===== src/rtl/gpu_command_buffer.sv =====
// Command buffer feeding the GPU control unit: packs host words into 4-word
// commands (opcode + 3 operands) and presents the head command word by word.
module gpu_command_buffer #(
  parameter int DATA_W = 32,
  parameter int DEPTH  = 4
) (
  input  logic              clk,
  input  logic              reset,
  input  logic              avs_write,
  input  logic [DATA_W-1:0] avs_writedata,
  output logic              avs_waitrequest,
  input  logic              read,
  input  logic              busy_reset,
  output logic              busy,
  output logic [DATA_W-1:0] cmd_word,
  output logic [1:0]        cmd_index,
  output logic              cmd_error
);

  localparam int PTR_W  = (DEPTH > 1) ? $clog2(DEPTH) : 1;
  localparam int CNT_W  = PTR_W + 1;
  localparam int ADDR_W = PTR_W + 2;

  logic [DATA_W-1:0] mem [4*DEPTH];
  logic [PTR_W-1:0]  wr_ptr;
  logic [PTR_W-1:0]  rd_base;
  logic [1:0]        wr_sub;
  logic [1:0]        rd_sub;
  logic [CNT_W-1:0]  cmd_count;

  logic wr_accept;
  logic wr_done;
  logic retire;
  logic rd_step;
  logic err_evt;

  // Host handshake: a word transfers on any cycle with avs_write=1 and
  // avs_waitrequest=0. Waitrequest comes only from registers, so the host
  // never sees a combinational path from its own strobe or from busy_reset.
  assign avs_waitrequest = (wr_sub == 2'd0) && (cmd_count == CNT_W'(DEPTH));
  assign wr_accept       = avs_write && !avs_waitrequest;
  assign wr_done         = wr_accept && (wr_sub == 2'd3);

  assign busy      = (cmd_count != '0);
  assign cmd_index = rd_sub;
  assign cmd_word  = busy ? mem[ADDR_W'({rd_base, rd_sub})] : '0;

  // busy_reset has priority: a read in the same cycle is dropped silently.
  assign retire  = busy_reset && busy;
  assign rd_step = read && !busy_reset && busy && (rd_sub != 2'd3);
  assign err_evt = (busy_reset && !busy) ||
                   (read && !busy_reset && (!busy || (rd_sub == 2'd3)));

  always_ff @(posedge clk) begin
    if (!reset && wr_accept) begin
      mem[ADDR_W'({wr_ptr, wr_sub})] <= avs_writedata;
    end
  end

  always_ff @(posedge clk) begin
    if (reset) begin
      wr_ptr    <= '0;
      wr_sub    <= 2'd0;
      rd_base   <= '0;
      rd_sub    <= 2'd0;
      cmd_count <= '0;
      cmd_error <= 1'b0;
    end else begin
      if (wr_accept) begin
        wr_sub <= wr_sub + 2'd1;
        if (wr_sub == 2'd3) begin
          wr_ptr <= wr_ptr + PTR_W'(1);
        end
      end
      if (retire) begin
        rd_base <= rd_base + PTR_W'(1);
        rd_sub  <= 2'd0;
      end else if (rd_step) begin
        rd_sub <= rd_sub + 2'd1;
      end
      case ({wr_done, retire})
        2'b10:   cmd_count <= cmd_count + CNT_W'(1);
        2'b01:   cmd_count <= cmd_count - CNT_W'(1);
        default: cmd_count <= cmd_count;
      endcase
      if (err_evt) begin
        cmd_error <= 1'b1;
      end
    end
  end

endmodule


===== config.mk =====
export PLATFORM = sky130hd
export DESIGN_NAME = gpu_command_buffer
export DESIGN_NICKNAME = d
export VERILOG_FILES = /design/src/rtl/gpu_command_buffer.sv
export SDC_FILE = /design/constraint.sdc
export NUM_CORES = 1
export LEC_CHECK = 0
export BUFFER_PORTS_ARGS = -buffer_cell sky130_fd_sc_hd__buf_2
export CAP_MARGIN = 20
export CORE_UTILIZATION = 61
export DETAILED_ROUTE_END_ITERATION = 10
export PLACE_DENSITY = 0.83
export REMOVE_ABC_BUFFERS = 1
export SLEW_MARGIN = 15
export SYNTH_ARGS = -nofsm -noshare
export SYNTH_HDL_FRONTEND = slang
export SYNTH_SLANG_ARGS = --single-unit

===== constraint.sdc =====
create_clock -name clk -period 5.05 [get_ports clk]
set_clock_uncertainty 0.2 [all_clocks]
set_input_delay 0 -clock clk [delete_from_list [all_inputs] [get_ports clk]]
set_output_delay 0 -clock clk [all_outputs]
set_load 0.03 [all_outputs]

==> run metrics, run 1 <==
# rows 66; clk_lat worst skew 0.55 ns; clk buf depth 3; Post-synth EDFFs 512; max frequency 298 MHz; Routed WL 41300 µm; Critical Path Start cmd_index[0]; critical path required time 4.85 ns; port bufs 73; Synth Cell Area 20100 µm²; Period minus WS final 3.36 ns; area of the core 32500 µm²; Final ANT Viol Nets 0; VDD IR max 0.254 mV; R2R depth 6; iteration-0 DRC count of the detailed router 1210; Final Cell Area 22800 µm²; Final Hold Violating Endpoints 0; Worst Path Max Fanout 69; crit share post-route 66.5%; pins over their slew limit 0; Yosys Warn Count 0; Util after Layout 70.3%; placed inst area 20900 µm²; Clk pin slew, worst setup/hold paths 0.06 ns; RR Startpoint cmd_index[1]; Total GRT Usage 25.5%; most frequent cells in the layout 512 x edfxtp_1, 128 x mux4_2, 73 x buf_2, 53 x clkbuf_16, 39 x dlygate4sd3_1; Netlist cell types 36; #FFs+latches synth 524; element type at the critical path start flop; Residual DRC 0; Final #Nets 1053; commonest non-fill, non-tap cell in the layout edfxtp_1; critical path cell sequence buf_12 > mux4_2 > a22oi_1 > nand2_1 > buf_2; CP max-delay cell dfxtp_4; ys flop type edfxtp_1; worst-margin pin slew 1.11 ns; Setup WS pre-CTS 2.01 ns; die extent in x 183 µm; CTS resizes 0; status completed; Die Y 183 µm; gp weighted congestion 0.770; pin count of the biggest net entering global routing 70; htree depth 2; Die ar. 33600 µm²; Via density 6.46; slowest stage delay, CP 0.82 ns; via count 9576; # fillers 1860; DPL Wire Length 20300 µm; relative slew slack 25.7%; P&R area growth vs syn 13.6%; leakage 7.21 nW; # Max-Cap Violations 0; sequential-to-total area share from yosys stat 77.8%; layout cells sized above 1 31.6%; Cells after Synth 874; hold slack 0.174 ns; critical path type flop to output pin; worst hold path class input port to flop; syn avg cell area 23.0 µm²; first-pass GRT wire length 61800 µm; Synth async-reset ratio 0%; GRT overflow 0; final setup fails 0; FF-to-FF End cmd_error; Routed WL per cell 27.8 µm; Initial Utilization 61.9%; CTS buffer count 50; vias in the first global route 10200; clock sink count 524; RSZ-0062 raised after global routing no; Root Driver clkbuf_16; Final WS setup 1.69 ns; R2R Setup Slk 1.97 ns; WP data arrival 3.16 ns; CTS tree yes; critical path endpoint cmd_word[7]; initial antenna violation count 1; nature of the critical path endpoint output pin; drt first pass iters 5; pwr/cell area 373 nW/µm²; I/O pin total 74
-- how the worst min path moves through the flow --
stage | depth (start not counted) | from | end
5_1_grt | 3 | reset | cmd_index[1]
2_1_floorplan | 1 | reset | cmd_count[2]
3_5_place_dp | 3 | avs_write | wr_sub[1]
6_report | 3 | reset | cmd_index[0]
3_3_place_gp | 3 | avs_write | wr_sub[1]
4_1_cts | 2 | avs_writedata[11] | mem[5][11]
-- cell type report --
type / instances / area (µm²) / share of cell area [%]
Antenna cell: 1 / 2.50 / 0.0110
Clock buffer: 66 / 1380 / 6.03
Clock inverter: 20 / 123 / 0.538
Inverter: 10 / 37.5 / 0.165
Multi-Input combinational cell: 295 / 4220 / 18.5
Sequential cell: 524 / 15600 / 68.5
Tap cell: 442 / 553 / 2.43
Timing Repair Buffer: 124 / 871 / 3.82
-- synth_stat cells (all sizes together), types with 2 or more instances --
library cell | instances | area share (%)
edfxtp | 512 | 77
mux4 | 128 | 14
a22oi | 63 | 3.1
buf | 35 | 1.1
nand2 | 33 | 0.62
and3 | 13 | 0.43
dfxtp | 12 | 1.2
nor2 | 11 | 0.21
clkbuf | 10 | 0.19
ha | 10 | 0.62
inv | 10 | 0.19
nor3b | 7 | 0.29
a21oi | 4 | 0.10
mux2i | 3 | 0.15
nand3 | 3 | 0.075
xnor2 | 3 | 0.13
xor2 | 3 | 0.13
nor2b | 2 | 0.062
nor3 | 2 | 0.11
o21ai | 2 | 0.050
-- sequential cells by signal, indices dropped and copies added (netlist names) --
name,cells
mem,512
cmd_count,3
cmd_index,2
rd_base,2
wr_ptr,2
wr_sub,2
cmd_error,1
-- kinds of logic (layout without fill, tap and decap cells) --
group           Yosys count  after routing  share of synthesized area (%)
other cells               0              1                              0
xor+xnor                  6              6                          0.262
buf+inv                  55            220                           1.46
simple gates             75             75                           1.93
flops                   524            524                           77.8
mux                     131            131                           14.5
compound gates           72             72                           3.32
fa+ha+maj                11             11                          0.723
-- timing repair --
item                                   CTS  global route
setup buffers                            0             0
hold buffers                            39             0
endpoints found under the hold margin  524             0
-- stage by stage --
stage | std cells | setup TNS, ns | power, mW
finish | 1482 | 0 | 8.51
global route | 1481 | 0 | 8.71
CTS | 1481 | 0 | 8.53
detailed placement | 1356 | 0 | 5.10
global placement | 1356 | 0 | 5.09
floorplan | 829 | -60.80 | 5.00
-- worst max-delay path, delay by kind of cell, from the launching register on --
kind | cells | cell delay (ns)
flip-flops | 1 | 0.82
buffers and inverters | 2 | 0.69
AND/OR/NAND/NOR | 1 | 0.09
AO/OA/AOI/OAI | 1 | 0.37
multiplexers | 1 | 0.57
-- report_power, final --
group | internal [mW] | leakage (nW) | switching, mW | total (mW)
logic | 0.0788 | 1.77 | 0.143 | 0.222
clock network | 1.95 | 0.730 | 1.52 | 3.47
registers | 4.80 | 4.71 | 0.0140 | 4.82
-- metal layers --
| layer | routed length (µm) | global-route usage, % |
|---|---|---|
| met5 | 0 | 0 |
| met4 | 888 | 7.73 |
| met3 | 3150 | 4.41 |
| met2 | 21000 | 42.1 |
| met1 | 16200 | 35.3 |
Power figures use the tool's default switching activity.
==> run 2: changes to the inputs <==
Settings changed: CORE_UTILIZATION 61 to 55, PLACE_DENSITY 0.83 to 0.79.
Clock period 5.05 ns to 3 ns, I/O delays scaled along.
==> run 2 against run 1 <==
The flow now finishes with violations (DRC); global-route usage down 1.6 points; flip-flop and latch count is the same; sequential share of layout area down 1.9 points; count of clock-buffer cells in the layout fell by 7; register-to-register slack lost 1.7 ns; critical endpoint is now cmd_word[1]; core utilization down 4.6 points; first-iteration DRC count up 3.1%; worst setup slack got worse by 1.6 ns; critical path type unchanged; die area grew 11%; wire length up 4.5%; largest power group unchanged; clock power up 85%; combinational power grew 81%.
==> run metrics, run 2 (synthesis gave the netlist of run 1 again) <==
status finished, violations left; violated checks DRC; htree depth 2 (unchanged); Buffers & Inverters on Critical Path 2 (unchanged); relative slew slack 55.4% (+30 points); most frequent cells in the layout 512 x edfxtp_1, 128 x mux4_2, 73 x buf_2, 51 x clkbuf_16, 40 x dlygate4sd3_1; number of flip-flops in the largest register 512 (unchanged); Routed WL per cell 28.0 µm (+0.45%); critical path type flop to output pin; vias in the first global route 10100 (-1.4%); drt first pass iters 10 (+5); GRT overflow 0 (unchanged); Via density 6.28 (-2.9%); largest registers mem: 512 flops, cmd_count: 3 flops; layout cells sized above 1 34.5% (+3.0 points); final setup fails 0 (unchanged); Biggest register mem; Root Driver clkbuf_16; CTS buffer count 49 (-2.0%); WP data arrival 2.67 ns (-0.49 ns); crit share post-route 95.5%; # fillers 2239 (+20%); sw power 2.84 mW (+69%); area of the core 35700 µm² (+10%); Final Hold Violating Endpoints 0 (unchanged); die extent in x 193 µm (+5.3%); FF-to-FF End cmd_error; # rows 69 (+4.5%); Die ar. 37300 µm² (+11%); via count 9672 (+1.0%); Total GRT Usage 23.9% (-1.6 points); worst hold path class input port to flop; worst-margin pin slew 0.669 ns (-0.445 ns); critical path cell sequence buf_4 > mux4_2 > a22oi_1 > nand2_1 > buf_2; clk_lat worst skew 0.56 ns (about the same); initial antenna violation count 0 (-1); RR Startpoint cmd_index[1]; Residual DRC 8 (+8); VDD IR max 0.429 mV (+69%); iteration-0 DRC count of the detailed router 1247 (+3.1%); leakage 7.55 nW (+4.6%); nature of the critical path endpoint output pin; gp weighted congestion 0.748 (-2.9%); clk buf depth 3 (unchanged); Worst path depth 5 (unchanged); Hold Startpoint avs_writedata[14]; slowest stage delay, CP 0.68 ns (-0.14 ns); Design Power 14.9 mW (+75%); Util after Layout 65.6% (-4.6 points); DPL Wire Length 22600 µm (+12%); RSZ-0062 raised after global routing no; Die Y 193 µm (+5.3%); port bufs 73 (unchanged); Worst Path Max Fanout 26 (-62%); Final #Nets 1091 (+3.6%); I/O pin total 74 (unchanged); Setup WS pre-CTS 0.445 ns (-1.56 ns); element type at the critical path start flop; Period minus WS final 2.87 ns; CTS resizes 0 (unchanged); pin count of the biggest net entering global routing 39 (-44%); Ant. Diodes 0 (-1); R2R Setup Slk 0.25 ns (-1.72 ns); Final WS setup 0.135 ns (-1.56 ns); power share of the sequential group 54.3% (-2.3 points); Clk pin slew, worst setup/hold paths 0.06 ns (about the same); commonest non-fill, non-tap cell in the layout edfxtp_1; pins over their slew limit 0 (unchanged); CTS tree yes; pwr/cell area 637 nW/µm² (+71%); Initial Utilization 56.2% (-5.7 points); critical path required time 2.80 ns (-2.05 ns); Hold Path Depth 2 (-1); P&R area growth vs syn 16.8%; Comb power frac 2.7% (about the same); max frequency 349 MHz; R2R depth 6 (unchanged); CP max-delay cell dfxtp_4; # Max-Cap Violations 0 (unchanged); first-pass GRT wire length 63700 µm (+3.1%); Clock power frac 43.0% (+2.2 points); Final ANT Viol Nets 0 (unchanged); Sw Share 19.0% (-0.69 points); Routed WL 43100 µm (+4.5%); Top delay family on crit path flip-flops; clock sink count 524 (unchanged); cell-internal power 12.1 mW (+77%); WHS Endpoint mem[4][14]
## run 2: changes by cell type in the layout (fill, tap and decap cells not counted), sizes merged
cell         delta
buf            +38
bufinv          +8
clkbuf          -7
diode           -1
dlygate4sd3     +1
inv             +1
## run 2: area by class of cell
type                    instances  area [µm²]  share of cell area (%)
flip-flops and latches        524       15600                    66.6
multi-input cells             295        4220                    18.0
repair buffers                163        1330                    5.67
clock buffers                  59        1310                    5.57
well taps                     461         577                    2.46
clock inverters                29         364                    1.55
inverters                      10        37.5                   0.160
## run 2: metrics by stage
step           area [µm²]  instances  hold WS (ns)  TNS (ns)
2_1_floorplan       19800        829        -0.131   -280.36
4_1_cts             23400       1531         0.139         0
3_5_place_dp        21300       1403         0.112         0
6_report            23500       1541         0.154         0
3_3_place_gp        21300       1403         0.111         0
5_1_grt             23500       1541         0.154         0
## run 2: worst max path at each step
stage,startpoint,endpoint
4_1_cts,cmd_index[0],cmd_word[6]
3_5_place_dp,wr_sub[0],cmd_count[2]
6_report,cmd_index[1],cmd_word[1]
3_3_place_gp,wr_sub[0],cmd_count[2]
2_1_floorplan,cmd_index[0],cmd_word[30]
5_1_grt,cmd_index[1],cmd_word[1]
## run 2: per-layer routing
layer / up-vias / track usage [%] / wire [µm]
li1: 4035 / - / -
met1: 5040 / 33.8 / 16800
met2: 514 / 38.0 / 21600
met3: 83 / 4.63 / 3600
met4: 0 / 7.81 / 1160
met5: - / 0 / 0
## run 2: repair_timing
action / 4_1_cts / 5_1_grt
hold buffers: 40 / 0
hold endpoints to repair: 526 / 0
buffers inserted: 0 / 10
setup endpoints to repair: 0 / 3
## run 2: power by group through the flow
stage	clock network (mW)	registers, mW	logic, mW
3_5_place_dp	0	8.26	0.351
5_1_grt	6.76	8.10	0.429
3_3_place_gp	0	8.25	0.338
6_report	6.42	8.10	0.402
2_1_floorplan	0	8.27	0.151
4_1_cts	6.50	8.10	0.398
